[config.mk]
export PLATFORM = sky130hd
export DESIGN_NAME = regfile_wr_arb
export DESIGN_NICKNAME = d
export VERILOG_FILES = /design/src/rtl/regfile_wr_arb.sv
export SDC_FILE = /design/constraint.sdc
export NUM_CORES = 1
export LEC_CHECK = 0
export ABC_AREA = 0
export BUFFER_PORTS_ARGS = -buffer_cell sky130_fd_sc_hd__buf_2
export CAP_MARGIN = 5
export CELL_PAD_IN_SITES_DETAIL_PLACEMENT = 1
export CELL_PAD_IN_SITES_GLOBAL_PLACEMENT = 1
export CORE_MARGIN = 10
export CORE_UTILIZATION = 37
export CTS_BUF_LIST = sky130_fd_sc_hd__clkbuf_8
export DETAILED_ROUTE_END_ITERATION = 6
export PLACE_DENSITY = 0.85
export SYNTH_ARGS = -nofsm -noshare
export SYNTH_HDL_FRONTEND = slang
export SYNTH_SLANG_ARGS = --single-unit
[constraint.sdc]
create_clock -name i_clk -period 2.6 [get_ports i_clk]
set_input_delay 0.39 -clock i_clk [delete_from_list [all_inputs] [get_ports i_clk]]
set_output_delay 0.39 -clock i_clk [all_outputs]
set_load 0.005 [all_outputs]
[src/rtl/regfile_wr_arb.sv]
// rtl/regfile_wr_arb.sv - write-port controller for the 2R/1W regfile: clear sweep plus round-robin arbitration
//
// Purpose:
//   Owns the single write port of `regfile`. After reset, and on i_clr, it
//   sweeps zeros into every entry (INIT). Otherwise (RUN) it grants the port
//   to one of two valid/ready requesters with round-robin priority.
//
// Ports:
//   i_clk, i_rstn                 clock (rising edge), async active-low reset
//   i_clr                         request a full clear sweep (ignored in INIT)
//   i_reqN_valid/addr/data        requester N write request and payload
//   o_reqN_ready                  requester N accepted when valid & ready
//   o_rf_wr_en/addr/data          registered write port to `regfile`
//   o_init_done                   registered, high while in RUN

module regfile_wr_arb #(
    parameter int BW_DATA = 16,
    parameter int BW_ADDR = 4
) (
    input  logic               i_clk,
    input  logic               i_rstn,
    input  logic               i_clr,
    input  logic               i_req0_valid,
    input  logic [BW_ADDR-1:0] i_req0_addr,
    input  logic [BW_DATA-1:0] i_req0_data,
    output logic               o_req0_ready,
    input  logic               i_req1_valid,
    input  logic [BW_ADDR-1:0] i_req1_addr,
    input  logic [BW_DATA-1:0] i_req1_data,
    output logic               o_req1_ready,
    output logic               o_rf_wr_en,
    output logic [BW_ADDR-1:0] o_rf_wr_addr,
    output logic [BW_DATA-1:0] o_rf_wr_data,
    output logic               o_init_done
);

    typedef enum logic {
        S_INIT = 1'b0,
        S_RUN  = 1'b1
    } state_t;

    // One extra counter bit so the "sweep finished" value never aliases entry 0.
    localparam logic [BW_ADDR:0] CNT_END = (BW_ADDR+1)'(2**BW_ADDR);
    localparam logic [BW_ADDR:0] CNT_ONE = (BW_ADDR+1)'(1);

    state_t             state_q, state_d;
    logic [BW_ADDR:0]   cnt_q, cnt_d;
    logic               ptr_q, ptr_d;
    logic               wr_en_q, wr_en_d;
    logic [BW_ADDR-1:0] wr_addr_q, wr_addr_d;
    logic [BW_DATA-1:0] wr_data_q, wr_data_d;
    logic               init_done_q, init_done_d;

    logic ready0, ready1;

    // Grant: a lone valid wins; on contention the pointer decides. A pending
    // clear blocks both so no write is accepted in the cycle that leaves RUN.
    always_comb begin
        ready0 = 1'b0;
        ready1 = 1'b0;
        if (state_q == S_RUN && !i_clr) begin
            ready0 = i_req0_valid && (!i_req1_valid || (ptr_q == 1'b0));
            ready1 = i_req1_valid && (!i_req0_valid || (ptr_q == 1'b1));
        end
    end

    always_comb begin
        state_d     = state_q;
        cnt_d       = cnt_q;
        ptr_d       = ptr_q;
        wr_en_d     = 1'b0;
        wr_addr_d   = wr_addr_q;
        wr_data_d   = wr_data_q;
        init_done_d = init_done_q;

        case (state_q)
            S_INIT: begin
                if (cnt_q == CNT_END) begin
                    state_d     = S_RUN;
                    cnt_d       = '0;
                    init_done_d = 1'b1;
                end else begin
                    wr_en_d   = 1'b1;
                    wr_addr_d = cnt_q[BW_ADDR-1:0];
                    wr_data_d = '0;
                    cnt_d     = cnt_q + CNT_ONE;
                end
            end
            S_RUN: begin
                if (i_clr) begin
                    state_d     = S_INIT;
                    cnt_d       = '0;
                    init_done_d = 1'b0;
                end else if (ready0) begin
                    wr_en_d   = 1'b1;
                    wr_addr_d = i_req0_addr;
                    wr_data_d = i_req0_data;
                    ptr_d     = 1'b1;
                end else if (ready1) begin
                    wr_en_d   = 1'b1;
                    wr_addr_d = i_req1_addr;
                    wr_data_d = i_req1_data;
                    ptr_d     = 1'b0;
                end
            end
            default: begin
                state_d = S_INIT;
                cnt_d   = '0;
            end
        endcase
    end

    always_ff @(posedge i_clk or negedge i_rstn) begin
        if (!i_rstn) begin
            state_q     <= S_INIT;
            cnt_q       <= '0;
            ptr_q       <= 1'b0;
            wr_en_q     <= 1'b0;
            wr_addr_q   <= '0;
            wr_data_q   <= '0;
            init_done_q <= 1'b0;
        end else begin
            state_q     <= state_d;
            cnt_q       <= cnt_d;
            ptr_q       <= ptr_d;
            wr_en_q     <= wr_en_d;
            wr_addr_q   <= wr_addr_d;
            wr_data_q   <= wr_data_d;
            init_done_q <= init_done_d;
        end
    end

    assign o_req0_ready = ready0;
    assign o_req1_ready = ready1;
    assign o_rf_wr_en   = wr_en_q;
    assign o_rf_wr_addr = wr_addr_q;
    assign o_rf_wr_data = wr_data_q;
    assign o_init_done  = init_done_q;

endmodule

* Yosys cells after proc, flatten, opt, wreduce, memory -nomap -nowiden
Index checks and enable logic that the tools add are counted.
Word-level totals: register bits 29
Operators by class: multiplexer cells 28, equality and inequality tests 6, $add $sub $neg 1, reductions and logical operators 12, bitwise gates (word level) 3
Operators by type and width (number):
- $mux W16 | 4
- $pmux W16 S2 | 1
- $mux W4 | 4
- $mux W1 | 12
- $mux W5 | 2
- $pmux W5 S2 | 1
- $ne A2 B2 Y1 const B | 4
- $pmux W4 S2 | 1
- $pmux W1 S2 | 3
- $reduce_and A3 Y1 | 2
- $add A5 B1 Y5 const B | 1
- $eq A5 B5 Y1 const B | 1
- $logic_and A1 B1 Y1 | 3
- $logic_not A1 Y1 | 3
- $ne A3 B3 Y1 const B | 1
- $not A1 Y1 | 3
- $logic_or A1 B1 Y1 | 2
- $reduce_and A2 Y1 | 1
- $reduce_bool A2 Y1 | 1

* Longest topological paths before layout
Gate-level depths: netlist (run 1).
depth in word-level cells 8, depth in mapped cells 7

* Least setup slack after synthesis (run 1)
OpenSTA, ideal clock, no wires.
path type reg2reg, from register cnt_q[0], to register wr_addr_q[2] (netlist: o_rf_wr_addr[2]), buffers on the path 1, stages on the path, launching flop included 8, data arrival time 1.503 ns, clock period less this slack 1.637 ns, path slack 0.963 ns, cell sequence dfrtp_1 -> inv_1 -> ha_1 -> and4bb_2 -> or2_1 -> buf_2 -> a32oi_1 -> o21ai_0
On the way: word-level cells in the longest chain between the ends 3
Ends and longest elaborated chain:
- from (decl) | RTL line 47 | logic [BW_ADDR:0] cnt_q, cnt_d;
- from (signal assigned) | RTL line 124 | cnt_q <= cnt_d;
- $eq A5 B5 Y1 | RTL line 78 | if (cnt_q == CNT_END) begin
- $ne A2 B2 Y1 (no source line)
- $reduce_and A3 Y1 (no source line)
- to (signal assigned) | RTL line 127 | wr_addr_q <= wr_addr_d;
- to (decl) | RTL line 50 | logic [BW_ADDR-1:0] wr_addr_q, wr_addr_d;
No other way between the ends. A chain may end at the register's enable or synchronous reset.

* Worst setup path in the final report (run 1)
from register cnt_q[1], to register wr_addr_q[2] (netlist: o_rf_wr_addr[2])
The elaborated chain is that of the path after synthesis.

==> results.yml, run 1 <==
synth:
  ys_top_cells_by_area: "dfrtp_1 (50%), mux2i_1 (14%), o21ai_0 (7.6%)"
  synth_top_area_share_pct: 50.2
  syn_nets: 187
  yosysUniqueCellTypes: 29
  synth_edf_count: 0
  synth_top_area_cell: "dfrtp_1"
  yosysMostFrequentCell: "dfrtp_1"
  syn_inst: 140
  synthArstFlopShare_pct: 100
  syn_area_um2: 1450
  synth_commonest_cells: "dfrtp_1 (29), o21ai_0 (22), mux2i_1 (20)"
  avgSynthCellArea_um2: 10.3
  ys_seq_area_share_pct: 50.2
  synth_flop_cell: "dfrtp_1"
  yosys_warnings: 0
  ys_ff_latch: 29
clock_tree:
  clock_sinks: 29
  clk_pin_slew_ns: 0.06
  cts_tree: "built"
  cts_made_buffers: 5
  post_cts_buffers: 0
  insertion_delay_ns: 0.28
  ctsHoldBuffers: 0
  cts-root-buf: "clkbuf_8"
  ctsResizeCount: 0
  htreeDepth: 2
  clockBufferDepth: 2
setup_path:
  critPathCaptureType: "flip-flop"
  critPathSlowestCell: "or2_1"
  crit_fanout: 20
  r2r_start: "cnt_q[1]"
  rrSetupSlack_ns: 0.62
  worstReg2RegEnd: "o_rf_wr_addr[2]"
  path_class: "reg2reg"
  cp_cell_sequence: "inv_1, ha_1, and4bb_2, or2_1, a32oi_1, o21ai_0"
  required_ns: 2.75
  arrival_ns: 2.12
  worst_setup_path_start_kind: "flip-flop"
  r2r_cells: 6
  slowest_delay_ns: 0.48
global_route:
  grt_pass1_vias: 1418
  grt_use_total_pct: 12.4
  grt_remaining_overflow: 0
  grt_max_degree: 38
  grt_pass1_wl_um: 6620
  antenna_found_initial: 0
drt:
  wl_um: 4250
  firstDrtPassIters: 3
  wl_per_cell_um: 16.5
  drt_iter0_markers: 55
  ant_nets: 0
  vias: 1329
  drc: 0
  via_per_inst: 5.17
run:
  drv_cap: 0
finish:
  drive_gt1_share_pct: 39.7
  area_growth_syn_to_layout_pct: 32.7
  final_util_pct: 51.6
  n_antenna_cell: 0
  nNetsFinal: 255
power_and_ir_drop:
  leakagePower_nw: 0.973
  finalPower_mw: 1.51
  power_density_nw_per_um2: 785
  vdd_drop_max_v: 0.000320
sta:
  fin_crit_sh_pct: 76.1
  worst_clock_skew_ns: 0.00456
  final-setup-viol-count: 0
  rsz0062_at_grt: "no"
  hold_viol: 0
  maxSlewViolCount: 0
  clock.fmax_ghz: 0.506
  min_period_ns: 1.98
  maxSlewHeadroom_pct: 53.2
  hold_ws_ns: 0.134
  max_slew.worst_pin.slew_ns: 0.702
  fin_setup_tns_ns: 0
placement:
  gp_congestion: 0.789
  dp_hpwl_um: 3320
  portBuffers: 68
hold_path:
  min_path_type: "in2async"
floorplanning:
  initial_utilization_pct: 38.9
  coreArea_um2: 3720
  die_w_um: 82.5
  row_count: 22
  dieArea_um2: 6810
  die_y_um: 82.5
  ios: 69
outcome:
  status: "completed"
## critical path: cells and delay by family, from the launching register on
kind	cells	cell delay (ns)
AOI/OAI and AO/OA	2	0.40
buffers and inverters	1	0.10
adders and majority gates	1	0.18
DFF	1	0.42
and+or+nand+nor	2	0.74
## stage by stage
stage	area [um2]	setup WS [ns]	cells
after global routing	1920	0.491	257
final	1920	0.622	257
after floorplan	1450	0.963	140
after detailed placement	1820	0.630	249
after global placement	1820	0.700	249
after CTS	1920	0.620	257
## registers in the layout (all words and copies together) (netlist names)
signal and count:
o_rf_wr_data 16, cnt_q 5, o_rf_wr_addr 4, o_init_done 1, o_rf_wr_en 1, ptr_q 1
state_q 1
## power breakdown
group	internal (mW)	total [mW]	switching (mW)
sequential	0.557	0.668	0.110
clock	0.239	0.404	0.166
combinational	0.200	0.433	0.233
total	0.995	1.51	0.510
## worst max-delay path by stage
stage / from / to / slack, ns / cells after the start
finish: cnt_q[1] / o_rf_wr_addr[2] / 0.62 / 6
global placement: cnt_q[0] / o_rf_wr_addr[3] / 0.70 / 6
CTS: cnt_q[0] / o_rf_wr_addr[2] / 0.62 / 6
detailed placement: cnt_q[1] / o_rf_wr_addr[2] / 0.63 / 6
floorplan: cnt_q[0] / o_rf_wr_addr[2] / 0.96 / 7
global route: state_q / o_req0_ready / 0.49 / 5
## logic make-up after synthesis
logic type / after synthesis / share of synthesized area (%)
AND/OR/NAND/NOR: 33 / 11.5
multiplexers: 20 / 13.9
AO/OA/AOI/OAI: 40 / 17.1
buffers and inverters: 16 / 5.63
flip-flops: 29 / 50.2
adder cells (fa/ha/maj): 2 / 1.73
## layout by cell type, fill, tap and decap left out, drive strengths merged
cell     instances
buf             71
dfrtp           29
o21ai           23
mux2i           20
nand3           19
clkbuf           7
nand2            6
inv              6
a21oi            4
nor3             4
a31oi            2
a32oi            2
a221oi           2
ha               2
nor2b            1
o211a            1
and4bb           1
or2              1
a21o             1
o22ai            1
a211oi           1
o2bb2ai          1
o31ai            1
nor2             1
o21a             1
clkinv           1
## cell type report
cell class | instances | area (um2)
fill | 457 | 1800
sequential | 29 | 726
multi-input combinational | 95 | 646
timing repair buffer | 71 | 363
clock buffer | 7 | 96.3
tap | 48 | 60.1
inverter | 6 | 22.5
clock inverter | 1 | 5.00
## metal layers
metal	wire [um]	track usage, %	up-vias	part of all wire [%]
met5	0	0	-	0
met4	43	4.01	0	1.0
met3	423	4.75	6	10
met2	2030	20.9	46	48
met1	1750	14.1	631	41
li1	-	-	646	-
Power figures use the tool's default switching activity.
==> run 2, diff against run 1 <==
- CORE_UTILIZATION: 37 -> 31
- PLACE_DENSITY: 0.85 -> 0.76
- clock period: 2.6 -> 1.8 ns (I/O delays scaled with it)
==> run 2 against run 1 <==
Effect of this change: first-iteration DRC count shrank 15%; clock power increased by 24%; register-to-register slack worse by 0.46 ns; design area grew 3.1%; combinational power rose by 85%; sequential share of layout area decreased by 1.1 points; non-clock buffer count rose by 8; core utilization down 7.1 points; critical path depth fell by 1; sequential power is 37% higher.
==> results.yml, run 2 (same netlist as run 1, synthesis figures left out) <==
outcome:
  status: "completed"
sta:
  min_period_ns: 1.71
  max_slew.worst_pin.slew_ns: 0.658
  worst_clock_skew_ns: 0.00563
  clock.fmax_ghz: 0.586
  worst_slack_ns: 0.0946
  maxSlewViolCount: 0
  hold_ws_ns: 0.0149
  rsz0062_at_grt: "no"
  maxSlewHeadroom_pct: 56.2
  hold_viol: 0
  fin_crit_sh_pct: 94.7
  final-setup-viol-count: 0
  fin_setup_tns_ns: 0
placement:
  dp_cells: 261
  place_area_um2: 1890
  dp_hpwl_um: 3680
  gp_congestion: 0.812
  pre_cts_slack_ns: 0.0635
  portBuffers: 68
global_route:
  grt_max_degree: 30
  grt_use_total_pct: 12.5
  antenna_found_initial: 0
  grt_pass1_vias: 1534
  grt_pass1_wl_um: 7410
  grt_remaining_overflow: 0
power_and_ir_drop:
  swShare_pct: 34.7
  vdd_drop_max_v: 0.000450
  power.share.clock_pct: 22.5
  power_density_nw_per_um2: 1120
  finalPower_mw: 2.21
  pwr-share-seq_pct: 41.3
  p_comb_share_pct: 36.2
  internal_power_mw: 1.45
  leakagePower_nw: 1.01
  p_switching_mw: 0.769
clock_tree:
  htreeDepth: 2
  ctsHoldBuffers: 0
  clock_sinks: 29
  cts_tree: "built"
  cts-root-buf: "clkbuf_8"
  clockBufferDepth: 2
  cts_made_buffers: 5
  post_cts_buffers: 0
  clk_pin_slew_ns: 0.06
  insertion_delay_ns: 0.28
floorplanning:
  die_w_um: 88.3
  die_y_um: 88.3
  dieArea_um2: 7790
  coreArea_um2: 4440
  row_count: 24
  ios: 69
  initial_utilization_pct: 32.5
finish:
  layout_commonest_cell: "buf_2"
  n_antenna_cell: 0
  nFillCells: 540
  nNetsFinal: 263
  final_area_um2: 1980
  largest_register_ffs: 16
  final_cell_mix: "buf_2 (68), dfrtp_1 (29), o21ai_0 (22)"
  final_util_pct: 44.5
  drive_gt1_share_pct: 41.0
  fin_cells: 269
  area_growth_syn_to_layout_pct: 36.8
drt:
  ant_nets: 0
  wl_um: 4570
  vias: 1345
  drc: 0
  wl_per_cell_um: 17.0
  drt_iter0_markers: 47
  firstDrtPassIters: 4
  via_per_inst: 5.00
setup_path:
  r2r_start: "cnt_q[0]"
  critPathCaptureType: "output port"
  rrSetupSlack_ns: 0.16
  required_ns: 1.53
  arrival_ns: 1.44
  r2r_cells: 6
  worstReg2RegEnd: "o_rf_wr_addr[2]"
  crit_fanout: 6
  path_class: "reg2out"
  worst_setup_path_start_kind: "flip-flop"
hold_path:
  min_path_type: "in2async"
run:
  drv_cap: 0
## run 2: worst max path at each step
stage | from | to | slack (ns) | depth (start not counted)
floorplan | cnt_q[0] | o_rf_wr_addr[2] | 0.16 | 7
global placement | cnt_q[0] | o_rf_wr_data[6] | 0.16 | 7
detailed placement | cnt_q[0] | o_rf_wr_addr[2] | 0.06 | 6
CTS | cnt_q[0] | o_rf_wr_addr[2] | 0.04 | 6
global route | state_q | o_req0_ready | 0.01 | 5
finish | state_q | o_req0_ready | 0.09 | 5
## run 2: area by class of cell
type                    instances  area (um2)  area share [%]
clock inverters                 3        11.3           0.570
repair buffers                 79         435            22.0
clock buffers                   5        68.8            3.48
well taps                      52        65.1            3.29
multi-input cells              95         648            32.8
flip-flops and latches         29         726            36.7
inverters                       6        22.5            1.14
## run 2: critical path, cell delays in order, from the launching register on
cell     delay [ns]
dfrtp_1        0.34
nor2b_1        0.29
buf_4          0.21
nand2_1        0.05
a21oi_1        0.13
buf_2          0.14
## run 2: repair_timing
action	4_1_cts	5_1_grt
hold endpoints to repair	0	0
gates resized for setup	0	1
setup endpoints to repair	0	13
## run 2: power by group through the flow
| stage | sequential [mW] | clock (mW) | combinational (mW) |
|---|---|---|---|
| 2_1_floorplan | 0.916 | 0 | 0.434 |
| 3_3_place_gp | 0.916 | 0 | 0.786 |
| 3_5_place_dp | 0.926 | 0 | 0.809 |
| 4_1_cts | 0.917 | 0.520 | 0.810 |
| 5_1_grt | 0.937 | 0.557 | 0.904 |
| 6_report | 0.914 | 0.499 | 0.801 |
## run 2: layer usage
metal / vias to the layer above / track usage, % / share of wire [%]
met5: - / 0 / 0
met4: 0 / 5.29 / 2.0
met3: 7 / 6.62 / 8.0
met2: 50 / 19.7 / 47
met1: 628 / 13.8 / 43
li1: 660 / - / -
